### config.mk
export PLATFORM = sky130hd
export DESIGN_NAME = qam_modulator_4qam
export DESIGN_NICKNAME = d
export VERILOG_FILES = /design/src/rtl/qam_modulator_4qam_pkg.sv /design/src/rtl/qam4_symbol_map.sv /design/src/rtl/qam_modulator_4qam.sv
export SDC_FILE = /design/constraint.sdc
export NUM_CORES = 1
export LEC_CHECK = 0
export ABC_AREA = 1
export CORE_ASPECT_RATIO = 0.75
export CORE_MARGIN = 2
export CORE_UTILIZATION = 44
export DETAILED_ROUTE_END_ITERATION = 8
export PLACE_DENSITY_LB_ADDON = 0.05
export SETUP_SLACK_MARGIN = 0.4
export SLEW_MARGIN = 10
export SYNTH_ARGS = -nofsm -noshare
export SYNTH_HDL_FRONTEND = slang
export SYNTH_SLANG_ARGS = --single-unit
### constraint.sdc
create_clock -name Clk -period 1.9 [get_ports Clk]
set_input_delay 0.285 -clock Clk [delete_from_list [all_inputs] [get_ports Clk]]
set_output_delay 0.285 -clock Clk [all_outputs]
set_load 0.05 [all_outputs]
### src/rtl/qam_modulator_4qam_pkg.sv
// Shared 4QAM constants for the OTFS modulator and demodulator: symbol codes,
// default amplitude, modulator state encoding and the demodulator sign decision.
package qam_modulator_4qam_pkg;

   // Symbol codes named by the sign of (Re, Im): N = negative, P = positive
   localparam logic [1:0] QAM4_SYM_NP = 2'b00;
   localparam logic [1:0] QAM4_SYM_NN = 2'b01;
   localparam logic [1:0] QAM4_SYM_PP = 2'b10;
   localparam logic [1:0] QAM4_SYM_PN = 2'b11;

   localparam logic signed [23:0] QAM4_DEFAULT_AMP = 24'sd1448;

   typedef enum logic [1:0] {
      MOD_IDLE  = 2'd0,
      MOD_SHIFT = 2'd1,
      MOD_PAD   = 2'd2
   } mod_state_t;

   // Demodulator-side hard decision; exact inverse of the modulator mapping
   function automatic logic [1:0] qam4_demod_decision(input logic signed [23:0] re,
                                                      input logic signed [23:0] im);
      logic [1:0] code;
      if (re < 0) begin
         code = (im >= 0) ? QAM4_SYM_NP : QAM4_SYM_NN;
      end else begin
         code = (im >= 0) ? QAM4_SYM_PP : QAM4_SYM_PN;
      end
      return code;
   endfunction

endpackage

### src/rtl/qam4_symbol_map.sv
// Combinational 4QAM mapper: 2-bit symbol code to signed I/Q at amplitude amp.
module qam4_symbol_map
   import qam_modulator_4qam_pkg::*;
(
   input  logic [1:0]         sym_code,
   input  logic signed [23:0] amp,
   output logic signed [23:0] sym_re,
   output logic signed [23:0] sym_im
);

   // Sign pattern chosen per code so the demodulator decision inverts it exactly
   always_comb begin
      sym_re = amp;
      sym_im = amp;
      case (sym_code)
         QAM4_SYM_NP: begin sym_re = -amp; sym_im =  amp; end
         QAM4_SYM_NN: begin sym_re = -amp; sym_im = -amp; end
         QAM4_SYM_PP: begin sym_re =  amp; sym_im =  amp; end
         default:     begin sym_re =  amp; sym_im = -amp; end
      endcase
   end

endmodule

### src/rtl/qam_modulator_4qam.sv
// 4QAM modulator for OTFS transmit: bytes in, one I/Q symbol per handshake out,
// with frame First/Last flags and padding of partial frames at packet end.
module qam_modulator_4qam
   import qam_modulator_4qam_pkg::*;
#(
   parameter int               FRAME_LEN = 64,
   parameter logic signed [23:0] AMP     = QAM4_DEFAULT_AMP,
   parameter logic [1:0]       PAD_SYM   = 2'b00
)
(
   input  logic               Clk,
   input  logic               Rst,
   input  logic               QAMModDataValid,
   input  logic [7:0]         QAMModData,
   input  logic               QAMModLast,
   output logic               QAMModDataReady,
   output logic               OTFSTxModValid,
   input  logic               OTFSTxModReady,
   output logic signed [23:0] OTFSTxModRe,
   output logic signed [23:0] OTFSTxModIm,
   output logic               OTFSTxModFirst,
   output logic               OTFSTxModLast
);

   localparam int              CNT_W   = (FRAME_LEN > 1) ? $clog2(FRAME_LEN) : 1;
   localparam logic [CNT_W-1:0] CNT_MAX = CNT_W'(FRAME_LEN - 1);

   mod_state_t         state_q, state_d;
   logic [7:0]         byte_q, byte_d;
   logic [1:0]         idx_q, idx_d;
   logic               pkt_last_q, pkt_last_d;
   logic [CNT_W-1:0]   cnt_q, cnt_d;
   logic               valid_q, valid_d;
   logic signed [23:0] re_q, re_d;
   logic signed [23:0] im_q, im_d;
   logic               first_q, first_d;
   logic               last_q, last_d;

   logic               out_hs;
   logic               in_hs;
   logic               frame_end;
   logic               pad_needed;
   logic               ready_int;
   logic               emit;
   logic [1:0]         sym_code;
   logic signed [23:0] map_re;
   logic signed [23:0] map_im;

   assign out_hs     = valid_q & OTFSTxModReady;
   assign frame_end  = (cnt_q == CNT_MAX);
   assign pad_needed = pkt_last_q & ~frame_end;
   assign in_hs      = QAMModDataValid & QAMModDataReady;

   // Input ready: free in IDLE, or in SHIFT exactly when the held byte retires without padding
   always_comb begin
      ready_int = 1'b0;
      case (state_q)
         MOD_IDLE:  ready_int = 1'b1;
         MOD_SHIFT: ready_int = out_hs & (idx_q == 2'd3) & ~pad_needed;
         default:   ready_int = 1'b0;
      endcase
   end

   assign QAMModDataReady = ready_int & ~Rst;

   // Next-state logic: pick the symbol to present next and update frame position
   always_comb begin
      state_d    = state_q;
      byte_d     = byte_q;
      idx_d      = idx_q;
      pkt_last_d = pkt_last_q;
      cnt_d      = cnt_q;
      valid_d    = valid_q;
      re_d       = re_q;
      im_d       = im_q;
      first_d    = first_q;
      last_d     = last_q;
      emit       = 1'b0;
      sym_code   = PAD_SYM;

      if (out_hs) begin
         cnt_d = frame_end ? '0 : cnt_q + 1'b1;
      end

      case (state_q)
         MOD_IDLE: begin
            if (in_hs) begin
               state_d    = MOD_SHIFT;
               byte_d     = QAMModData;
               idx_d      = 2'd0;
               pkt_last_d = QAMModLast;
               sym_code   = QAMModData[7:6];
               emit       = 1'b1;
            end
         end
         MOD_SHIFT: begin
            if (out_hs) begin
               if (idx_q != 2'd3) begin
                  idx_d = idx_q + 2'd1;
                  emit  = 1'b1;
                  case (idx_q)
                     2'd0:    sym_code = byte_q[5:4];
                     2'd1:    sym_code = byte_q[3:2];
                     default: sym_code = byte_q[1:0];
                  endcase
               end else if (pad_needed) begin
                  state_d  = MOD_PAD;
                  sym_code = PAD_SYM;
                  emit     = 1'b1;
               end else if (in_hs) begin
                  byte_d     = QAMModData;
                  idx_d      = 2'd0;
                  pkt_last_d = QAMModLast;
                  sym_code   = QAMModData[7:6];
                  emit       = 1'b1;
               end else begin
                  state_d = MOD_IDLE;
                  valid_d = 1'b0;
                  first_d = 1'b0;
                  last_d  = 1'b0;
               end
            end
         end
         default: begin
            if (out_hs) begin
               if (frame_end) begin
                  state_d    = MOD_IDLE;
                  pkt_last_d = 1'b0;
                  valid_d    = 1'b0;
                  first_d    = 1'b0;
                  last_d     = 1'b0;
               end else begin
                  sym_code = PAD_SYM;
                  emit     = 1'b1;
               end
            end
         end
      endcase

      if (emit) begin
         valid_d = 1'b1;
         re_d    = map_re;
         im_d    = map_im;
         first_d = (cnt_d == '0);
         last_d  = (cnt_d == CNT_MAX);
      end
   end

   qam4_symbol_map u_map (
      .sym_code (sym_code),
      .amp      (AMP),
      .sym_re   (map_re),
      .sym_im   (map_im)
   );

   // State and registered outputs; reset discards any held byte and partial frame
   always_ff @(posedge Clk) begin
      if (Rst) begin
         state_q    <= MOD_IDLE;
         byte_q     <= '0;
         idx_q      <= '0;
         pkt_last_q <= 1'b0;
         cnt_q      <= '0;
         valid_q    <= 1'b0;
         re_q       <= '0;
         im_q       <= '0;
         first_q    <= 1'b0;
         last_q     <= 1'b0;
      end else begin
         state_q    <= state_d;
         byte_q     <= byte_d;
         idx_q      <= idx_d;
         pkt_last_q <= pkt_last_d;
         cnt_q      <= cnt_d;
         valid_q    <= valid_d;
         re_q       <= re_d;
         im_q       <= im_d;
         first_q    <= first_d;
         last_q     <= last_d;
      end
   end

   assign OTFSTxModValid = valid_q;
   assign OTFSTxModRe    = re_q;
   assign OTFSTxModIm    = im_q;
   assign OTFSTxModFirst = first_q;
   assign OTFSTxModLast  = last_q;

endmodule

# [Word-level counts from Yosys, hierarchy flattened]
# Index checks and enable logic that the tools add are counted.
[totals] word_cells=106 memories=0 mem_bits_ro=0 inputBits=13 register_bits=70 latchBits=0 mem_bits_rw=0 out_inout_bits=52
[op_classes] shift=0 n_lt_le_gt_ge=0 muxes=51 n_reduce_logical=16 div_mod_pow=0 eq_ne=18 add_sub_neg=2 n_bitwise=9 multipliers=0
[ops] operator="2-to-1 mux 24 bit" n=2
[ops] operator="2-to-1 mux 8 bit" n=4
[ops] operator="2-to-1 mux 2 bit" n=15
[ops] operator="2-to-1 mux 1 bit" n=19
[ops] operator="case mux 2 bit (2 select lines)" n=4
[ops] operator="case mux 8 bit (2 select lines)" n=1
[ops] operator="!= test 3 bit (second input constant)" n=5
[ops] operator="== test 6 bit (second input constant)" n=2
[ops] operator="2-to-1 mux 6 bit" n=2
[ops] operator="!= test 2 bit (second input constant)" n=6
[ops] operator="AND reduction 6 bit" n=2
[ops] operator="case mux 1 bit (2 select lines)" n=4
[ops] operator="adder 6 x 1 -> 6 bit (second input constant)" n=1
[ops] operator="AND 1 bit" n=6
[ops] operator="== test 2 x 1 -> 1 bit (second input constant)" n=3
[ops] operator="logical NOT 2 bit" n=3
[ops] operator="logical NOT 6 bit" n=1
[ops] operator="nonzero test 2 bit" n=3
[ops] operator="nonzero test 3 bit" n=2
[ops] operator="AND reduction 5 bit" n=1
[ops] operator="== test 2 bit (second input constant)" n=2
[ops] operator="AND reduction 4 bit" n=1
[ops] operator="OR reduction 2 bit" n=2
[ops] operator="inverter 1 bit" n=3
[ops] operator="2 further kinds" n=2

# [Logic depth before layout (Yosys ltp)]
# Gate-level depths: netlist of the first run.
[logic_depth] depth_word=16 mapped_depth=11 ltp_nobuf=11

# [Cells and area by module]
# Synthesis of the first run repeated with hierarchy kept, for this count alone.
[hier_totals] hier_cells=741 area_unflattened_um2=4413.0
[by_module_without_submodules] module="qam_modulator_4qam" cells_per_inst=489 area_each_um2=3255.6 instances=1 seq_area_each_um2=1361.3
[by_module_without_submodules] module="qam4_symbol_map" cells_per_inst=252 area_each_um2=1157.4 instances=1 seq_area_each_um2=0.0

# [Least setup slack after synthesis of the first run]
# OpenSTA, ideal clock, no wires.
[synth_path] path_type="register to output" start="register valid_q (netlist: OTFSTxModValid)" end="output port QAMModDataReady" n_path_buf=0 t_arrival_ps=1818 stages_incl_launch_ff=5 slack_ps=-203 cell_sequence="dfxtp_1 > nand2_2 > nor3_2 > nand2_1 > a21oi_1"
[synth_between] elab_chain_len=5
[synth_lines] item="from (decl)" line_no="qam_modulator_4qam.sv:33" text="logic valid_q, valid_d;"
[synth_lines] item="from (signal assigned)" line_no="qam_modulator_4qam.sv:175" text="valid_q <= valid_d;"
[synth_lines] item="AND 1 bit" line_no="qam_modulator_4qam.sv:49" text="assign out_hs = valid_q & OTFSTxModReady;"
[synth_lines] item="AND 1 bit (2 in a row)" line_no="qam_modulator_4qam.sv:59" text="MOD_SHIFT: ready_int = out_hs & (idx_q == 2'd3) & ~pad_needed;"
[synth_lines] item="case mux 1 bit (2 select lines)" line_no="qam_modulator_4qam.sv:57" text="case (state_q)"
[synth_lines] item="AND 1 bit" line_no="qam_modulator_4qam.sv:64" text="assign QAMModDataReady = ready_int & ~Rst;"
[synth_lines] item="to (decl)" line_no="qam_modulator_4qam.sv:16" text="output logic QAMModDataReady,"
# No other way between the ends.

# [Worst setup path in the final report of the first run]
[layout_path] start="register cnt_q[0]" end="output port QAMModDataReady"
[layout_between] elab_chain_len=7
[layout_lines] item="from (decl)" line_no="qam_modulator_4qam.sv:32" text="logic [CNT_W-1:0] cnt_q, cnt_d;"
[layout_lines] item="from (signal assigned)" line_no="qam_modulator_4qam.sv:174" text="cnt_q <= cnt_d;"
[layout_lines] item="== test 6 bit" line_no="qam_modulator_4qam.sv:50" text="assign frame_end = (cnt_q == CNT_MAX);"
[layout_lines] item="inverter 1 bit" line_no="qam_modulator_4qam.sv:51" text="assign pad_needed = pkt_last_q & ~frame_end;"
[layout_lines] item="AND 1 bit" line_no="qam_modulator_4qam.sv:51"
[layout_lines] item="inverter 1 bit" line_no="qam_modulator_4qam.sv:59"
[layout_lines] item="AND 1 bit" line_no="qam_modulator_4qam.sv:59"
[layout_lines] item="case mux 1 bit (2 select lines)" line_no="qam_modulator_4qam.sv:57"
[layout_lines] item="AND 1 bit" line_no="qam_modulator_4qam.sv:64"
# No other way between the ends.

==> key figures, run 1 <==
Outcome
  – Run status: complete, no violations

Clocking
  – H-Tree Depth: 1
  – Clock tree buffer depth: 2
  – Skew-Pair Late Insertion Delay: 0.27 ns
  – Clk sinks: 25
  – Clock transition at path regs: 0.09 ns
  – TritonCTS buffer count: 3
  – CTS tree: yes
  – Hold-fix buffers, CTS: 0
  – Root Driver: clkbuf_8

Power and ir drop
  – Switch share: 57.4%
  – Peak supply drop: 0.00148 V
  – Clock power frac: 8.7%
  – Post-layout power: 3.70 mW
  – P_int: 1.58 mW
  – Pwr Density: 1650 nW/um^2
  – Logic pwr share: 69.6%
  – Leakage power: 1.08 nW
  – Psw: 2.12 mW
  – Sequential share of power: 21.7%

Global routing
  – Vias in the first global route: 1,421
  – Congestion Overflow GR: 0
  – Initial antenna violation count: 0
  – First-pass GRT wire length: 6.42 mm
  – Grt met3 use: 5.83%
  – Largest net degree at the start of global routing: 18
  – GRT Total Usage: 19.3%
  – GR Util met2: 28.2%
  – Met1 Use GR: 28.9%
  – GRT busiest layer: met1

Synth
  – Leading area contributor after synthesis: dfxtp_1
  – Synth cell types: 30
  – Yosys top cell area share: 30.3%
  – Flops & latches, synth: 25
  – Mapped cell area: 1650 um^2
  – Syn Inst Count: 233
  – Yosys warnings: 0
  – Synthesized area per cell: 7.09 um^2
  – Seq/Total Area, Yosys: 30.3%
  – Synth top area cells: dfxtp_1 (30%), buf_4 (20%), nand2_1 (10%)

STA
  – Final period util: 90.3%
  – Slew Limit Fails: 0
  – Worst Setup Slack, final: 0.184 ns
  – Setup TNS: 0 ns
  – Fmax: 0.583 GHz
  – Worst Clk Skew: 0.0126 ns
  – Final setup viols: 0
  – Unrepaired setup endpoints after global routing: true
  – Min Tclk post-route: 1.72 ns
  – Fin. Hold Viols: 0

Setup path
  – Critical path depth in cells: 6
  – CP required: 1.62 ns
  – Reg-to-Reg Start: cnt_q[0]$_SDFF_PP0_
  – Startpoint class of the critical path: register
  – Critical path's largest stage delay: 0.37 ns
  – Reg2reg path depth: 10
  – Register-to-register setup slack: 0.22 ns
  – Crit path kind: register to output pin
  – CP Cell Sequence: ha_4 -> nand3_4 -> o21bai_4 -> nand2_2 -> a21oi_4 -> buf_12
  – Reg-to-reg endpoint: OTFSTxModFirst$_SDFFE_PP0P_
  – Slowest-stage cell, CP: dfxtp_4
  – CP max FO: 2
  – CP bufs+invs: 1
  – CP top delay family: flip-flops
  – Worst setup EP type: output pin
  – CP arrival: 1.43 ns

Cells and area
  – Share of post-route cells with drive strength above 1: 41.6%
  – Ant diodes: 0
  – Layout Nets: 287
  – Layout area overhead: 35.8%
  – Fin util: 61.7%
  – Final Cell Area: 2240 um^2
  – Fillers: 338

Route
  – Per-cell routed wire length: 12.0 um
  – First-pass iteration count of the detailed router: 4
  – Routed vias/inst: 4.64
  – Antenna Nets Post-Route: 0
  – DRC violations left: 0
  – Total number of vias: 1,489
  – DRT iter0 DRCs: 69
  – DRT Wirelength: 3.85 mm

Floorplanning
  – Die area: 4270 um^2
  – Core area: 3640 um^2
  – Die height: 57.1 um
  – Io pins: 65
  – Initial Utilization: 45.4%
  – FP Rows: 19
  – Die Span X: 74.8 um

Min path
  – Hold path cells: 2
  – Min-delay worst type: register to register
  – Worst Min Path Start: byte_q[5]$_SDFFE_PP0P_
  – Worst Hold Path EP: byte_q[5]$_SDFFE_PP0P_

Placement
  – Detailed Place HPWL: 2.79 mm
  – Input/output buffers: 58
  – RePlAce Congestion: 0.892
  – Pre-CTS setup slack: 0.0708 ns
  – Post-placement cell area: 1970 um^2

Run
  – Number of max-cap violations: 0
synth_stat cells:
| cell | n |
|---|---|
| nand2_1 | 46 |
| buf_4 | 43 |
| dfxtp_1 | 25 |
| inv_1 | 21 |
| nand3_1 | 21 |
| nor2_1 | 20 |
| a21oi_1 | 15 |
| nand4_1 | 5 |
| ha_1 | 4 |
| nor2_2 | 4 |
| nand2_2 | 3 |
| nand3_2 | 3 |
| buf_2 | 2 |
| inv_2 | 2 |
| o21ai_0 | 2 |
| o21ai_1 | 2 |
| xor2_1 | 2 |
| a211oi_1 | 1 |
| a21oi_2 | 1 |
| buf_6 | 1 |
| clkbuf_1 | 1 |
| clkinv_8 | 1 |
| conb_1 | 1 |
| nand2_4 | 1 |
| nand3b_1 | 1 |
| nor3_1 | 1 |
| nor3_2 | 1 |
| o21bai_1 | 1 |
| o21bai_2 | 1 |
| xnor2_1 | 1 |
through the flow:
stage,cells,hold slack (ns)
floorplan,238,0.395
global placement,307,0.458
detailed placement,307,0.460
CTS,319,0.475
global route,321,0.503
finish,321,0.475
registers in the layout, indices dropped and copies added (netlist names):
| name | flops |
|---|---|
| OTFSTxModFirst | 1 |
| OTFSTxModIm | 2 |
| OTFSTxModLast | 1 |
| OTFSTxModRe | 3 |
| OTFSTxModValid | 1 |
| byte_q | 6 |
| cnt_q | 6 |
| idx_q | 2 |
| pkt_last_q | 1 |
| state_q | 2 |
final cells by class:
cell class	instances	area (um^2)	area share (%)
multi-input combinational	142	893	39.8
timing repair buffer	74	619	27.6
sequential	25	517	23.0
inverter	24	105	4.68
tap	52	65.1	2.90
clock buffer	4	45.0	2.01
worst reg2reg max path: stages (launching register included):
cell and delay [ns]:
dfxtp_4 0.37, ha_4 0.14, nand3_4 0.09, o21bai_4 0.16
nand2_2 0.10, nand2_2 0.09, nand4_1 0.19, nand3_4 0.20
buf_4 0.13, nand3_2 0.05, a21oi_2 0.10
metal layers:
| metal | share of wire, % | vias up |
|---|---|---|
| met5 | 0 | - |
| met4 | 1.2 | 0 |
| met2 | 42 | 42 |
| met1 | 51 | 678 |
| li1 | - | 763 |
| met3 | 5.5 | 6 |
kinds of logic after synthesis:
kind of cell    count (synthesis)  synth area share, %
simple gates                  106                 29.8
buf+inv                        71                 27.3
flops                          25                 30.3
compound gates                 23                 7.87
fa+ha+maj                       4                 3.03
xor+xnor                        3                 1.59
other cells                     1                0.227
cells in the final DEF, fill, tap and decap left out, types with 5 or more instances in the layout:
master / netlist / routed
dlygate4sd2_1: 0 / 7
nand3_2: 3 / 6
nor2_1: 20 / 19
nand2_1: 46 / 35
clkdlybuf4s50_1: 0 / 12
a21oi_1: 15 / 7
inv_1: 21 / 19
dfxtp_1: 25 / 18
clkbuf_2: 0 / 6
buf_4: 43 / 43
nand3_1: 21 / 15
conb_1: 1 / 6
nand4_1: 5 / 5
a21oi_2: 1 / 8
nand2_2: 3 / 11
power by group through the flow:
stage	Combinational [mW]	Sequential [mW]	Clock (mW)
after floorplan	1.83	0.956	0
after global placement	2.36	0.797	0
after detailed placement	2.37	0.798	0
after CTS	2.51	0.790	0.334
after global routing	2.73	0.831	0.358
final	2.57	0.804	0.321
worst max-delay path by stage:
stage                                        from                           end  slack [ns]
final                         cnt_q[0]$_SDFF_PP0_               QAMModDataReady        0.18
after global routing      state_q[1]$_SDFFE_PP0P_  OTFSTxModIm[10]$_SDFFE_PP0P_        0.11
after CTS                     cnt_q[0]$_SDFF_PP0_               QAMModDataReady        0.17
after detailed placement           OTFSTxModReady   OTFSTxModFirst$_SDFFE_PP0P_        0.07
after global placement             OTFSTxModReady  OTFSTxModRe[22]$_SDFFE_PP0P_        0.06
after floorplan               cnt_q[0]$_SDFF_PP0_  OTFSTxModIm[22]$_SDFFE_PP0P_        0.40
repair_timing:
action / 4_1_cts / 5_1_grt
setup endpoints to repair: 49 / 46
pin swaps: 18 / 9
gates resized for setup: 47 / 27
buffers inserted: 8 / 2
Note: power is estimated with default switching activity, not from simulation.
==> run 2: changes to the inputs <==
--- a/config.mk
+++ b/config.mk
@@ -7,10 +7,9 @@
 export LEC_CHECK = 0
 export ABC_AREA = 1
 export CORE_ASPECT_RATIO = 0.75
-export CORE_MARGIN = 2
 export CORE_UTILIZATION = 44
 export DETAILED_ROUTE_END_ITERATION = 8
-export PLACE_DENSITY_LB_ADDON = 0.05
+export PLACE_DENSITY = 0.79
 export SETUP_SLACK_MARGIN = 0.4
 export SLEW_MARGIN = 10
 export SYNTH_ARGS = -nofsm -noshare
==> key figures, run 2 (synthesis results as in run 1) <==
Power and ir drop
  – Psw: 2.14 mW (+0.97%)
  – P_int: 1.57 mW (-0.33%)
  – Logic pwr share: 69.7% (about the same)
  – Switch share: 57.7% (+0.32 points)
  – Sequential share of power: 21.6% (about the same)
  – Leakage power: 1.07 nW (-0.94%)
  – Peak supply drop: 0.00102 V (-31%)
  – Pwr Density: 1630 nW/um^2 (-1.1%)
  – Clock power frac: 8.7% (about the same)

Setup path
  – CP Cell Sequence: ha_4 -> nand3_4 -> o21bai_4 -> nand2_2 -> a21oi_4 -> buf_12
  – CP required: 1.62 ns (about the same)
  – Reg-to-Reg Start: idx_q[1]$_SDFFE_PP0P_
  – Crit path kind: register to output pin
  – CP max FO: 3 (+1)
  – Reg2reg path depth: 10 (unchanged)
  – Register-to-register setup slack: 0.26 ns (+0.04 ns)
  – Slowest-stage cell, CP: dfxtp_2
  – CP arrival: 1.44 ns (about the same)
  – Startpoint class of the critical path: register
  – Worst setup EP type: output pin
  – Reg-to-reg endpoint: OTFSTxModIm[10]$_SDFFE_PP0P_
  – Critical path's largest stage delay: 0.36 ns (about the same)

Global routing
  – Initial antenna violation count: 0 (unchanged)
  – GRT Total Usage: 18.4% (-0.92 points)
  – Congestion Overflow GR: 0 (unchanged)
  – Largest net degree at the start of global routing: 18 (unchanged)
  – Vias in the first global route: 1,284 (-9.6%)
  – First-pass GRT wire length: 5.58 mm (-13%)

Cells and area
  – Register area: 512 um^2 (-0.97%)
  – Final Cell Area: 2280 um^2 (+1.6%)
  – Share of post-route cells with drive strength above 1: 46.1% (+4.5 points)
  – Area of the multi-input gates: 935 um^2 (+4.6%)
  – Most frequent cells in the layout: buf_4 (45), nand2_1 (36), inv_1 (21)
  – Layout Nets: 287 (unchanged)
  – Ant diodes: 0 (unchanged)
  – Fillers: 270 (-20%)
  – Most common cell after layout, fill and taps aside: buf_4
  – Layout area overhead: 37.9%

Placement
  – Detailed Place HPWL: 2.52 mm (-9.7%)
  – RePlAce Congestion: 0.902 (+1.1%)
  – Post-placement cell area: 1980 um^2 (+0.13%)
  – Input/output buffers: 58 (unchanged)

Route
  – Total number of vias: 1,534 (+3.0%)
  – DRT Wirelength: 4.04 mm (+5.0%)
  – First-pass iteration count of the detailed router: 4 (unchanged)
  – Routed vias/inst: 4.81 (+3.7%)
  – Antenna Nets Post-Route: 0 (unchanged)
  – Per-cell routed wire length: 12.7 um (+5.7%)
  – DRT iter0 DRCs: 90 (+30%)
  – DRC violations left: 0 (unchanged)

Floorplanning
  – Core area: 3450 um^2 (-5.3%)
  – Die Span X: 72.8 um (-2.7%)
  – Die area: 4010 um^2 (-6.1%)
  – FP Rows: 18 (-1)
  – Die height: 55.1 um (-3.5%)
  – Io pins: 65 (unchanged)
  – Initial Utilization: 48.0% (+2.5 points)

Min path
  – Worst Min Path Start: byte_q[5]$_SDFFE_PP0P_
  – Worst Hold Path EP: byte_q[5]$_SDFFE_PP0P_
  – Hold path cells: 2 (unchanged)
  – Min-delay worst type: register to register

Clocking
  – Hold-fix buffers, CTS: 0 (unchanged)
  – Clock tree buffer depth: 2 (unchanged)
  – Clock transition at path regs: 0.09 ns (about the same)
  – H-Tree Depth: 1 (unchanged)
  – CTS tree: yes
  – TritonCTS buffer count: 3 (unchanged)
  – Root Driver: clkbuf_8
  – Clk sinks: 25 (unchanged)
  – Skew-Pair Late Insertion Delay: 0.28 ns (about the same)

Outcome
  – Run status: complete, no violations

STA
  – Setup TNS: 0 ns (unchanged)
  – Fmax: 0.580 GHz (-0.46%)
  – Slew Limit Fails: 0 (unchanged)
  – Min Tclk post-route: 1.72 ns (+0.00788 ns)
  – Final period util: 90.7% (+0.41 points)
  – Unrepaired setup endpoints after global routing: true
  – Worst Clk Skew: 0.00874 ns (-0.00383 ns)
  – Fin. Hold Viols: 0 (unchanged)
  – Final setup viols: 0 (unchanged)

Run
  – Number of max-cap violations: 0 (unchanged)
==> run 2: cell types whose count changed in the layout (fill, tap and decap cells not counted), sizes merged <==
cell | before | now
clkinv | 1 | 2
dlygate4sd2 | 7 | 3
clkbuf | 10 | 13
clkdlybuf4s15 | 0 | 1
clkdlybuf4s50 | 12 | 11
==> run 2: worst max-delay path, delay by kind of cell (launching register included) <==
| kind | cells | cell delay (ns) |
|---|---|---|
| compound gates | 2 | 0.31 |
| fa+ha+maj | 1 | 0.16 |
| buf+inv | 1 | 0.15 |
| flops | 1 | 0.36 |
| simple gates | 2 | 0.19 |
==> run 2: power groups by stage <==
stage	Combinational, mW	Sequential, mW	Clock, mW
2_1_floorplan	1.83	0.956	0
3_3_place_gp	2.34	0.789	0
3_5_place_dp	2.35	0.794	0
4_1_cts	2.46	0.783	0.332
5_1_grt	2.74	0.825	0.356
6_report	2.59	0.801	0.324
==> run 2: cell type report <==
| type | instances | area share, % |
|---|---|---|
| Clock buffer | 3 | 1.81 |
| Clock inverter | 1 | 0.220 |
| Inverter | 24 | 4.50 |
| Multi-Input combinational cell | 142 | 41.0 |
| Sequential cell | 25 | 22.4 |
| Tap cell | 50 | 2.74 |
| Timing Repair Buffer | 74 | 27.3 |
==> run 2: timing repair <==
action,in CTS,in global routing
setup buffers,6,4
setup endpoints to repair,34,47
pin swaps,13,14
cloned,1,0
resized for setup,48,37
==> run 2: how the worst max path moves through the flow <==
stage	from	end	slack (ns)	depth (start not counted)
after floorplan	cnt_q[0]$_SDFF_PP0_	OTFSTxModIm[22]$_SDFFE_PP0P_	0.40	11
after global placement	OTFSTxModReady	OTFSTxModLast$_SDFFE_PP0P_	0.10	11
after detailed placement	OTFSTxModReady	OTFSTxModLast$_SDFFE_PP0P_	0.09	11
after CTS	cnt_q[0]$_SDFF_PP0_	QAMModDataReady	0.15	6
after global routing	idx_q[1]$_SDFFE_PP0P_	QAMModDataReady	0.11	6
final	cnt_q[0]$_SDFF_PP0_	QAMModDataReady	0.18	6
==> run 2: per-layer routing <==
metal / vias to the layer above / part of all wire (%) / track usage [%]
met3: 3 / 6.8 / 4.35
li1: 763 / - / -
met4: 0 / 0.42 / 4.58
met2: 63 / 48 / 31.9
met5: - / 0 / 0
met1: 705 / 45 / 23.4
==> run 2: metrics by stage <==
stage	worst slack, ns	hold WS [ns]	util, %	cells	total power [mW]
4_1_cts	0.152	0.469	63.5	315	3.58
3_5_place_dp	0.0923	0.455	57.4	304	3.14
3_3_place_gp	0.103	0.457	57.4	304	3.13
2_1_floorplan	0.405	0.395	-	238	2.79
6_report	0.177	0.472	66.2	319	3.71
5_1_grt	0.108	0.484	66.2	319	3.92
==> run 3: changes to the inputs <==
--- a/config.mk
+++ b/config.mk
@@ -9,6 +9,7 @@
 export CORE_ASPECT_RATIO = 0.75
 export CORE_UTILIZATION = 44
 export DETAILED_ROUTE_END_ITERATION = 8
+export MAX_ROUTING_LAYER = met4
 export PLACE_DENSITY = 0.79
 export SETUP_SLACK_MARGIN = 0.4
 export SLEW_MARGIN = 10
==> key figures, run 3 (synthesis results as in run 1) <==
Setup path
  – Startpoint class of the critical path: register
  – Crit path kind: register to output pin
  – Slowest-stage cell, CP: dfxtp_2
  – Worst setup EP type: output pin
  – CP Cell Sequence: ha_4 -> nand3_4 -> o21bai_4 -> nand2_2 -> a21oi_4 -> buf_12
  – CP max FO: 3 (unchanged)
  – CP required: 1.62 ns (about the same)
  – Critical path's largest stage delay: 0.36 ns (about the same)
  – CP arrival: 1.44 ns (about the same)

Cells and area
  – Fillers: 271 (+0.37%)
  – Ant diodes: 0 (unchanged)
  – Most common cell after layout, fill and taps aside: buf_4
  – Most frequent cells in the layout: buf_4 (45), nand2_1 (36), inv_1 (21)
  – Fin util: 66.3% (+0.15 points)
  – Layout Nets: 287 (unchanged)
  – Final Cell Area: 2280 um^2 (+0.22%)
  – Layout area overhead: 38.2%
  – Share of post-route cells with drive strength above 1: 46.5% (+0.37 points)

Global routing
  – Congestion Overflow GR: 0 (unchanged)
  – First-pass GRT wire length: 5.60 mm (+0.23%)
  – Vias in the first global route: 1,284 (unchanged)
  – Initial antenna violation count: 0 (unchanged)
  – GRT Total Usage: 19.0% (+0.59 points)
  – Largest net degree at the start of global routing: 18 (unchanged)

STA
  – Min Tclk post-route: 1.72 ns (-0.00199 ns)
  – Final period util: 90.6% (-0.10 points)
  – Fmax: 0.581 GHz (+0.12%)
  – Setup TNS: 0 ns (unchanged)
  – Slew Limit Fails: 0 (unchanged)
  – Final setup viols: 0 (unchanged)
  – Worst Setup Slack, final: 0.178 ns (+0.00199 ns)
  – Unrepaired setup endpoints after global routing: true
  – Fin. Hold Viols: 0 (unchanged)
  – Worst Clk Skew: 0.0104 ns (+0.00162 ns)

Floorplanning
  – Die Span X: 72.8 um (unchanged)
  – Die height: 55.1 um (unchanged)
  – Die area: 4010 um^2 (unchanged)
  – Io pins: 65 (unchanged)
  – Core area: 3450 um^2 (unchanged)
  – FP Rows: 18 (unchanged)
  – Initial Utilization: 48.0% (unchanged)

Clocking
  – H-Tree Depth: 1 (unchanged)
  – Skew-Pair Late Insertion Delay: 0.28 ns (about the same)
  – Root Driver: clkbuf_8
  – Clock tree buffer depth: 2 (unchanged)
  – Hold-fix buffers, CTS: 0 (unchanged)
  – Clk sinks: 25 (unchanged)
  – CTS tree: yes
  – Clock transition at path regs: 0.09 ns (about the same)
  – TritonCTS buffer count: 3 (unchanged)

Min path
  – Min-delay worst type: register to register

Placement
  – Post-placement cell area: 1980 um^2 (unchanged)
  – Detailed Place HPWL: 2.52 mm (unchanged)
  – RePlAce Congestion: 0.918 (+1.7%)
  – Pre-CTS setup slack: 0.0923 ns (unchanged)
  – Input/output buffers: 58 (unchanged)

Route
  – DRC violations left: 0 (unchanged)
  – Antenna Nets Post-Route: 0 (unchanged)
  – First-pass iteration count of the detailed router: 4 (unchanged)
  – Total number of vias: 1,537 (+0.20%)
  – DRT Wirelength: 4.03 mm (-0.30%)
  – Per-cell routed wire length: 12.6 um (-0.30%)
  – Routed vias/inst: 4.82 (+0.20%)
  – DRT iter0 DRCs: 53 (-41%)

Run
  – Number of max-cap violations: 0 (unchanged)

Power and ir drop
  – Post-layout power: 3.72 mW (about the same)
  – Pwr Density: 1630 nW/um^2 (-0.12%)
  – Leakage power: 1.07 nW (about the same)
  – Peak supply drop: 0.00102 V (about the same)

Outcome
  – Run status: complete, no violations
## run 3: cell counts in the layout (fill, tap and decap cells not counted)
Identical to the previous run, type by type.
## run 3: layout make-up
| class | instances | area (um^2) | share of cell area (%) |
|---|---|---|---|
| Clock buffer | 3 | 41.3 | 1.81 |
| Clock inverter | 1 | 5.00 | 0.219 |
| Inverter | 24 | 103 | 4.49 |
| Multi-Input combinational cell | 142 | 940 | 41.1 |
| Sequential cell | 25 | 512 | 22.4 |
| Tap cell | 50 | 62.6 | 2.74 |
| Timing Repair Buffer | 74 | 622 | 27.2 |
## run 3: power by group
group / switching, mW / leakage [nW] / internal (mW)
sequential: 0.155 / 0.208 / 0.647
clock: 0.176 / 0.0255 / 0.147
combinational: 1.82 / 0.833 / 0.776
## run 3: critical path, delay by kind of cell, from the launching register on
kind	cells	cell delay [ns]
and+or+nand+nor	2	0.19
DFF	1	0.36
adders and majority gates	1	0.16
buffers and inverters	1	0.15
AOI/OAI and AO/OA	2	0.31
## run 3: timing repair
| action | 4_1_cts | 5_1_grt |
|---|---|---|
| setup buffers | 6 | 4 |
| cloned | 1 | 0 |
| resized for setup | 48 | 38 |
| pin swaps | 13 | 14 |
| endpoints found under the setup margin | 34 | 47 |
## run 3: through the flow
step / instances / hold slack (ns)
after floorplan: 238 / 0.395
final: 319 / 0.475
after global placement: 304 / 0.457
after detailed placement: 304 / 0.455
after global routing: 319 / 0.484
after CTS: 315 / 0.469
## run 3: worst paths after layout
path,start,endpoint,slack (ns),depth (start not counted)
max,cnt_q[0]$_SDFF_PP0_,QAMModDataReady,0.18,6
max reg2reg,idx_q[1]$_SDFFE_PP0P_,OTFSTxModIm[10]$_SDFFE_PP0P_,0.25,10
min,byte_q[1]$_SDFFE_PP0P_,byte_q[1]$_SDFFE_PP0P_,0.47,2
min reg2reg,byte_q[1]$_SDFFE_PP0P_,byte_q[1]$_SDFFE_PP0P_,0.47,2
## run 3: layer usage
layer | vias to the layer above | part of all wire (%) | GRT usage [%]
met1 | 706 | 45 | 23.7
met4 | 0 | 0.74 | 4.58
met3 | 8 | 6.4 | 4.35
met2 | 61 | 47 | 31.8
met5 | - | 0 | -
li1 | 762 | - | -
